<file path="config.mk">
export PLATFORM = sky130hd
export DESIGN_NAME = inst_enc
export DESIGN_NICKNAME = d
export VERILOG_FILES = /design/src/rtl/inst_enc.sv
export SDC_FILE = /design/constraint.sdc
export NUM_CORES = 1
export LEC_CHECK = 0
export CORE_ASPECT_RATIO = 0.5
export CORE_MARGIN = 10
export CORE_UTILIZATION = 51
export DETAILED_ROUTE_END_ITERATION = 10
export GPL_TIMING_DRIVEN = 0
export HOLD_SLACK_MARGIN = 0.1
export PLACE_DENSITY = 0.77
export RECOVER_POWER = 25
export SLEW_MARGIN = 20
export SYNTH_ARGS = -nofsm -noshare
export SYNTH_HDL_FRONTEND = slang
export SYNTH_SLANG_ARGS = --single-unit
</file>
<file path="constraint.sdc">
create_clock -name clock -period 13.46 [get_ports clock]
set_clock_uncertainty 0.15 [all_clocks]
set_input_delay 2.692 -clock clock [delete_from_list [all_inputs] [get_ports clock]]
set_output_delay 2.692 -clock clock [all_outputs]
set_load 0.03 [all_outputs]
</file>
<file path="src/rtl/inst_enc.sv">
// inst_enc -- RV32I instruction encoder feeding a small output FIFO.
//
// Takes decoded instruction fields, packs them into a 32-bit RV32I word and
// buffers the result in a DEPTH-entry FIFO.  Each word leaves the FIFO with
// the byte address it will occupy in instruction memory.
//
// Optional feature macro: INST_ENC_RANGE_CHECK_EN
//   defined   : err goes high (sticky until reset) when a pushed immediate
//               cannot be represented by its format, or the kind is illegal.
//               The word is still encoded (truncated) and pushed.
//   undefined : no checking logic, err is tied low.
//
// Parameters
//   DEPTH  : FIFO entries (power of two, >= 2)
//   ADDR_W : width of out_addr
//   BASE   : out_addr value after reset
//
// Ports
//   clock, reset          : rising-edge clock, asynchronous active-high reset
//   in_valid / in_ready   : request handshake
//   in_kind               : 0 IMM 1 REG 2 LOAD 3 STORE 4 LUI 5 AUIPC 6 JAL
//                           7 JALR 8 BRANCH 9 SYSTEM, 10..15 illegal (NOP)
//   in_rd/in_rs1/in_rs2   : register ids
//   in_funct3, in_sub     : funct3 and funct7[5]
//   in_imm                : byte immediate (U-type: low 12 bits zero)
//   out_valid / out_ready : head-of-FIFO handshake
//   out_inst, out_addr    : head word and its byte address
//   err                   : sticky encode error
//
// Handshake rule (both sides): a transfer happens on a rising clock edge
// where valid and ready are both high.  A producer holding valid keeps its
// payload stable until the transfer; ready may be any function of state but
// never depends on the same-cycle valid.  in_ready = (count != DEPTH), so a
// full FIFO refuses a push even while it is being popped.

module inst_enc #(
  parameter int unsigned          DEPTH  = 4,
  parameter int unsigned          ADDR_W = 32,
  parameter logic [ADDR_W-1:0]    BASE   = '0
) (
  input  logic              clock,
  input  logic              reset,
  input  logic              in_valid,
  output logic              in_ready,
  input  logic [3:0]        in_kind,
  input  logic [4:0]        in_rd,
  input  logic [4:0]        in_rs1,
  input  logic [4:0]        in_rs2,
  input  logic [2:0]        in_funct3,
  input  logic              in_sub,
  input  logic [31:0]       in_imm,
  output logic              out_valid,
  input  logic              out_ready,
  output logic [31:0]       out_inst,
  output logic [ADDR_W-1:0] out_addr,
  output logic              err
);

  localparam int unsigned PTR_W = $clog2(DEPTH);
  localparam int unsigned CNT_W = $clog2(DEPTH + 1);
  localparam logic [CNT_W-1:0] FULL = CNT_W'(DEPTH);

  localparam logic [3:0] K_IMM    = 4'd0;
  localparam logic [3:0] K_REG    = 4'd1;
  localparam logic [3:0] K_LOAD   = 4'd2;
  localparam logic [3:0] K_STORE  = 4'd3;
  localparam logic [3:0] K_LUI    = 4'd4;
  localparam logic [3:0] K_AUIPC  = 4'd5;
  localparam logic [3:0] K_JAL    = 4'd6;
  localparam logic [3:0] K_JALR   = 4'd7;
  localparam logic [3:0] K_BRANCH = 4'd8;
  localparam logic [3:0] K_SYSTEM = 4'd9;

  localparam logic [6:0] OP_IMM    = 7'b0010011;
  localparam logic [6:0] OP_REG    = 7'b0110011;
  localparam logic [6:0] OP_LOAD   = 7'b0000011;
  localparam logic [6:0] OP_STORE  = 7'b0100011;
  localparam logic [6:0] OP_LUI    = 7'b0110111;
  localparam logic [6:0] OP_AUIPC  = 7'b0010111;
  localparam logic [6:0] OP_JAL    = 7'b1101111;
  localparam logic [6:0] OP_JALR   = 7'b1100111;
  localparam logic [6:0] OP_BRANCH = 7'b1100011;
  localparam logic [6:0] OP_SYSTEM = 7'b1110011;

  localparam logic [31:0] NOP = 32'h0000_0013;

  // ---------------------------------------------------------------------
  // Combinational encoder
  // ---------------------------------------------------------------------
  logic [31:0] enc_word;
  logic        is_shift;

  // slli / srli / srai carry a 5-bit shamt plus funct7 instead of imm[11:0]
  assign is_shift = (in_funct3 == 3'b001) || (in_funct3 == 3'b101);

  always_comb begin
    enc_word = NOP;
    case (in_kind)
      K_IMM: begin
        if (is_shift)
          enc_word = {1'b0, in_sub, 5'b00000, in_imm[4:0], in_rs1, in_funct3,
                      in_rd, OP_IMM};
        else
          enc_word = {in_imm[11:0], in_rs1, in_funct3, in_rd, OP_IMM};
      end
      K_REG:
        enc_word = {1'b0, in_sub, 5'b00000, in_rs2, in_rs1, in_funct3, in_rd,
                    OP_REG};
      K_LOAD:
        enc_word = {in_imm[11:0], in_rs1, in_funct3, in_rd, OP_LOAD};
      K_STORE:
        enc_word = {in_imm[11:5], in_rs2, in_rs1, in_funct3, in_imm[4:0],
                    OP_STORE};
      K_LUI:
        enc_word = {in_imm[31:12], in_rd, OP_LUI};
      K_AUIPC:
        enc_word = {in_imm[31:12], in_rd, OP_AUIPC};
      K_JAL:
        enc_word = {in_imm[20], in_imm[10:1], in_imm[11], in_imm[19:12],
                    in_rd, OP_JAL};
      K_JALR:
        enc_word = {in_imm[11:0], in_rs1, 3'b000, in_rd, OP_JALR};
      K_BRANCH:
        enc_word = {in_imm[12], in_imm[10:5], in_rs2, in_rs1, in_funct3,
                    in_imm[4:1], in_imm[11], OP_BRANCH};
      K_SYSTEM:
        enc_word = {in_imm[11:0], in_rs1, in_funct3, in_rd, OP_SYSTEM};
      default:
        enc_word = NOP;
    endcase
  end

  // ---------------------------------------------------------------------
  // FIFO
  // ---------------------------------------------------------------------
  logic [31:0]      mem [DEPTH];
  logic [PTR_W-1:0] wr_ptr;
  logic [PTR_W-1:0] rd_ptr;
  logic [CNT_W-1:0] count;
  logic             push;
  logic             pop;

  assign in_ready  = (count != FULL);
  assign out_valid = (count != '0);
  assign push      = in_valid && in_ready;
  assign pop       = out_valid && out_ready;
  assign out_inst  = mem[rd_ptr];

  always_ff @(posedge clock or posedge reset) begin
    if (reset) begin
      for (int i = 0; i < int'(DEPTH); i++) mem[i] <= '0;
      wr_ptr   <= '0;
      rd_ptr   <= '0;
      count    <= '0;
      out_addr <= BASE;
    end else begin
      if (push) begin
        mem[wr_ptr] <= enc_word;
        wr_ptr      <= wr_ptr + 1'b1;  // power-of-two depth wraps naturally
      end
      if (pop) begin
        rd_ptr   <= rd_ptr + 1'b1;
        out_addr <= out_addr + ADDR_W'(4);
      end
      case ({push, pop})
        2'b10:   count <= count + 1'b1;
        2'b01:   count <= count - 1'b1;
        default: count <= count;
      endcase
    end
  end

  // ---------------------------------------------------------------------
  // Immediate range check
  // ---------------------------------------------------------------------
`ifdef INST_ENC_RANGE_CHECK_EN
  logic enc_bad;
  logic fit12;
  logic fit13;
  logic fit21;

  // An n-bit signed value has bits [31:n-1] all equal
  assign fit12 = (&in_imm[31:11]) || !(|in_imm[31:11]);
  assign fit13 = (&in_imm[31:12]) || !(|in_imm[31:12]);
  assign fit21 = (&in_imm[31:20]) || !(|in_imm[31:20]);

  always_comb begin
    enc_bad = 1'b0;
    case (in_kind)
      K_IMM:    enc_bad = is_shift ? (|in_imm[31:5]) : !fit12;
      K_REG:    enc_bad = 1'b0;
      K_LOAD:   enc_bad = !fit12;
      K_STORE:  enc_bad = !fit12;
      K_LUI:    enc_bad = |in_imm[11:0];
      K_AUIPC:  enc_bad = |in_imm[11:0];
      K_JAL:    enc_bad = !fit21 || in_imm[0];
      K_JALR:   enc_bad = !fit12;
      K_BRANCH: enc_bad = !fit13 || in_imm[0];
      K_SYSTEM: enc_bad = |in_imm[31:12];
      default:  enc_bad = 1'b1;
    endcase
  end

  always_ff @(posedge clock or posedge reset) begin
    if (reset)
      err <= 1'b0;
    else if (push && enc_bad)
      err <= 1'b1;
  end
`else
  assign err = 1'b0;
`endif

endmodule

</file>
# ---- After elaboration in Yosys (flattened, before gate mapping)
# Cells that the tools add are included.
dict set report word_totals {
  word_cells 48
  input_bits 59
  out_inout_bits 67
  regBits 167
}
dict set report op_classes {
  reduce_logical 7
  add_sub_neg 5
  n_bitwise 2
  muxes 9
  magnitude_cmp 3
  eq_ne 14
}
# operator n
set op_table {}
lappend op_table {{32-bit case mux with 10 select lines} 1}
lappend op_table {{128-bit bitwise mux} 1}
lappend op_table {{32-bit 2-to-1 mux} 4}
lappend op_table {{32-bit binary-select mux with 2-bit select} 1}
lappend op_table {{32-bit demux with 2-bit select} 1}
lappend op_table {{32-bit by 3-bit adder with 32-bit output, second input constant} 1}
lappend op_table {{4-bit by 3-bit == test with 1-bit output, second input constant} 4}
lappend op_table {{4-bit by 2-bit == test with 1-bit output, second input constant} 2}
lappend op_table {{4-bit == test, second input constant} 2}
lappend op_table {{3-bit >= comparator, second input constant} 2}
lappend op_table {{2-bit NOT with 3-bit output} 2}
lappend op_table {{3-bit case mux with 2 select lines} 1}
lappend op_table {{2-bit by 1-bit adder with 2-bit output, second input constant} 2}
lappend op_table {{4-bit by 1-bit == test with 1-bit output, second input constant} 1}
lappend op_table {{4-bit logical NOT} 1}
lappend op_table {{3-bit by 1-bit adder with 3-bit output, second input constant} 1}
lappend op_table {{3-bit by 1-bit == test with 1-bit output, second input constant} 1}
lappend op_table {{3-bit == test, second input constant} 1}
lappend op_table {{1-bit logical AND} 3}
lappend op_table {{3-bit by 1-bit less-than comparator with 1-bit output, second input constant} 1}
lappend op_table {{3-bit != test, second input constant} 1}
lappend op_table {{3-bit nonzero test} 1}
lappend op_table {{3-bit by 1-bit subtractor with 3-bit output, second input constant} 1}
lappend op_table {{2-bit by 1-bit == test with 1-bit output, second input constant} 1}
lappend op_table {{3 further kinds} 3}

# ---- Longest topological paths before layout
dict set report logic_depth {
  word_depth 6
  ltp_mapped 9
  mapped_depth_nobuf 8
}

# ---- Least setup slack after synthesis
# No wires, ideal clock.
dict set report synth_timing {
  path_type {register to output}
  from {register rd_ptr[0]}
  to {output out_inst[21]}
  t_required_ns 10.618
  path_slack_ns 8.988
  stages_incl_launch_ff 5
  path_buffers 3
  arrival_ns 1.630
  cell_sequence {dfrtp_1 clkbuf_1 clkbuf_1 buf_2 mux4_2}
}
dict set report synth_via {
  elab_chain_len 4
}
# item line
set synth_lines {}
lappend synth_lines {{start, declared} 138} ;# logic [PTR_W-1:0] rd_ptr;
lappend synth_lines {{start signal, assigned} 162} ;# rd_ptr <= rd_ptr + 1'b1;
lappend synth_lines {{2-bit NOT with 3-bit output (implied by the code)} 147} ;# assign out_inst = mem[rd_ptr];
lappend synth_lines {{32-bit binary-select mux with 2-bit select} 147}
lappend synth_lines {{32-bit 2-to-1 mux (implied by the code) (2 in a row)} 147}
lappend synth_lines {{end, declared} 54} ;# output logic [31:0] out_inst,
# Every way passes these cells. The select of a mux whose other input is x is not followed.

# ---- Worst setup path in the final report
dict set report layout_timing {
  from {register rd_ptr[0]}
  to {output out_inst[24]}
}
# The elaborated chain is that of the path after synthesis.

==> out/metrics.cfg <==
[placed_design]
dp.cells=996
hpwl_microns=15070
gp_congestion=0.9284
port_buffers=120

[synth]
synth-compound-area-share_pct=10.81
synthFlopType=dfrtp_1
ys_types=57
synth_area_leader_cell=dfrtp_1
synth_adder_area_share_pct=1.214
avgSynthCellArea_sq_um=11.61
synth_top_family_by_area=multiplexers
yosys.area_share.simple_pct=12.91
synth_xor_area_share_pct=3.913
syn_inst=675
async_reset_ff_share_pct=100.0
synth_seq_area_share_pct=51.43
ys_seq_elements=161
synthMuxAreaShare_pct=15.52
synthTopCellsByArea=dfrtp_1 (51%), mux4_2 (8.9%), nand2_1 (5.5%), o21ai_0 (4.1%), mux2_2 (3.7%)
yosysWarnings=0
synth_enable_flop_cells=0
synth_area_sq_um=7834
yosys.area.top_type_share_pct=51.43

[sta]
worst_pin_slew_ns=3.788
period_needed_ns=5.947
min_period_over_period_pct=44.18
tns_ns=0
final_max_slew_viol_count=84
slew_headroom_pct=-153.9
fmax_mhz=168.1
hold_viol=0
finalSetupViolations=0
rsz0062_at_grt=no

[clocking]
cts_buffer_depth=2
postCtsSetupRepairBufs=0
tritoncts=done
cts_buffers=17
cts_resized=0
path_clk_slew_ns=0.06
clk-insertion-delay-late_ns=0.43
htreeDepth=4
cts.sinks=161
root_buffer=clkbuf_16
cts_hold_buf=0

[critical_path]
crit_required_ns=10.62
worstSetupStartpointType=register
cp_max_fo=10
startpoint=rd_ptr[0]$_DFFE_PP0P_
arrival_ns=3.11
worstSetupPathType=reg -> out
regToRegStartpoint=count[0]$_DFFE_PP0P_
setup.worst_path.end_class=output port

[global_routing]
grt_pass1_vias=6354
grt_max_degree=85
grt_usage_pct=20.34
grt-ovfl-total=0
antenna_found_initial=0
grt_pass1_wl_microns=34260

[outcome]
status=finished with violations
violations=max-capacitance violations, max-slew violations

[power_and_ir_drop]
peakVddDrop_uv=93.10
power_leakage_nw=4.225
powerDensity_nw_per_um2=228.6

[detailed_routing]
route.vias.total=6073
dr.first_iter.drc_count=708
drc=0
ant_nets=0
wl_microns=21280
viasPerCell=5.908
drt-pass1-iter-count=5
wl_per_cell_microns=20.70

[layout]
fill_cells=1121
ff_latch_area_sq_um=4029
drive_gt1_share_pct=16.27
nets=883
layout.cells.non_filler=1028
area_growth_syn_to_layout_pct=26.02
num_antenna_cells=0
multi_input_area_sq_um=3477

[hold_path]
min-delay-start=mem[65]$_DFFE_PP0P_
hold_path_class=reg -> reg

[die]
rows=31
die_h_microns=107.6
start_util_pct=53.15
chipWidth_microns=195.3
fp.dieArea_sq_um=21020
num_io_pins=126
core_sq_um=14740

[job]
maxCapViolations=1

==> cell usage after synthesis, drive strengths merged (6+ instances only) <==
cell type,instances
dfrtp,161
nand2,115
o21ai,68
mux2,42
buf,33
mux4,31
xnor2,28
nor2,17
nand3,16
clkbuf,14
nand4,12
and3,11
inv,11
a32oi,10
a31oi,8
xor2,7
a2bb2oi,6
ha,6
nor2b,6
==> cell families after synthesis <==
| kind of cell | after synthesis |
|---|---|
| compound gates | 130 |
| xor+xnor | 35 |
| fa+ha+maj | 7 |
| buf+inv | 58 |
| flops | 161 |
| mux | 76 |
| other cells | 1 |
| simple gates | 207 |
==> stage by stage <==
| stage | hold WS (ns) | power (mW) | utilization [%] | cell area (sq um) | setup slack [ns] |
|---|---|---|---|---|---|
| final | 0.3211 | 2.257 | 66.98 | 9872 | 7.513 |
| after CTS | 0.3212 | 2.271 | 67.09 | 9888 | 7.475 |
| after global placement | 0.2951 | 1.763 | 63.03 | 9290 | 4.271 |
| after global routing | 0.3313 | 2.376 | 66.98 | 9872 | 7.193 |
| after detailed placement | 0.3054 | 1.801 | 63.27 | 9325 | 7.946 |
| after floorplan | 0.2787 | 1.438 | - | 7841 | 6.270 |
==> registers in the layout (all words and copies together), names as in the netlist <==
signal    flops
count         3
rd_ptr        2
mem         124
out_addr     30
wr_ptr        2
==> layout make-up <==
type	count	area share (%)
multi-input cells	458	35.22
repair buffers	121	12.45
clock inverters	13	1.318
plain buffers	47	2.877
inverters	11	0.4309
flip-flops and latches	161	40.81
clock buffers	19	4.385
well taps	198	2.510
==> layout by cell type (no fill, tap or decap), types with 5 or more instances in the layout <==
cell,n
o31ai_1,5
mux4_2,31
a32oi_1,10
clkbuf_16,17
a22oi_1,5
o211ai_1,5
mux2_2,26
mux2_1,12
nor2_1,17
nand4_1,12
dfrtp_1,161
nor2b_1,6
a2bb2oi_1,6
a31oi_1,8
clkbuf_1,16
nand3_1,16
ha_1,6
xnor2_1,28
xor2_1,7
nand2_1,115
nor4b_1,5
and3_1,7
buf_2,20
buf_6,9
o31a_1,5
inv_1,10
o21ai_0,64
clkdlybuf4s50_1,118
==> worst paths after layout <==
check / endpoint / depth (start not counted) / slack [ns]
min in group asynchronous: out_addr[15]$_DFFE_PP0P_ / 2 / 3.68
max in group asynchronous: mem[28]$_DFFE_PP0P_ / 2 / 7.77
max reg2reg: count[2]$_DFFE_PP0P_ / 8 / 10.58
max: out_inst[24] / 5 / 7.51
min: mem[65]$_DFFE_PP0P_ / 1 / 0.32
min reg2reg: mem[65]$_DFFE_PP0P_ / 1 / 0.32
==> per-layer routing <==
| metal | vias up | GRT usage (%) | wire length, microns |
|---|---|---|---|
| met3 | 37 | 5.162 | 1281 |
| li1 | 2727 | - | - |
| met2 | 217 | 34.34 | 10640 |
| met5 | - | 0 | 0 |
| met4 | 0 | 6.121 | 295 |
| met1 | 3092 | 25.45 | 9062 |
==> power by group <==
group	total [mW]	leakage (nW)	internal (mW)	switching, mW
clock	0.463	0.266	0.258	0.205
combinational	1.01	1.90	0.461	0.545
sequential	0.789	2.06	0.677	0.111
==> critical path, stage by stage (launching register included) <==
cell and delay (ns):
dfrtp_1 0.33, clkbuf_1 0.36, clkbuf_1 0.56, buf_2 0.43, mux4_2 0.37, clkdlybuf4s50_1 0.62
Note: power is estimated with default switching activity, not from simulation.
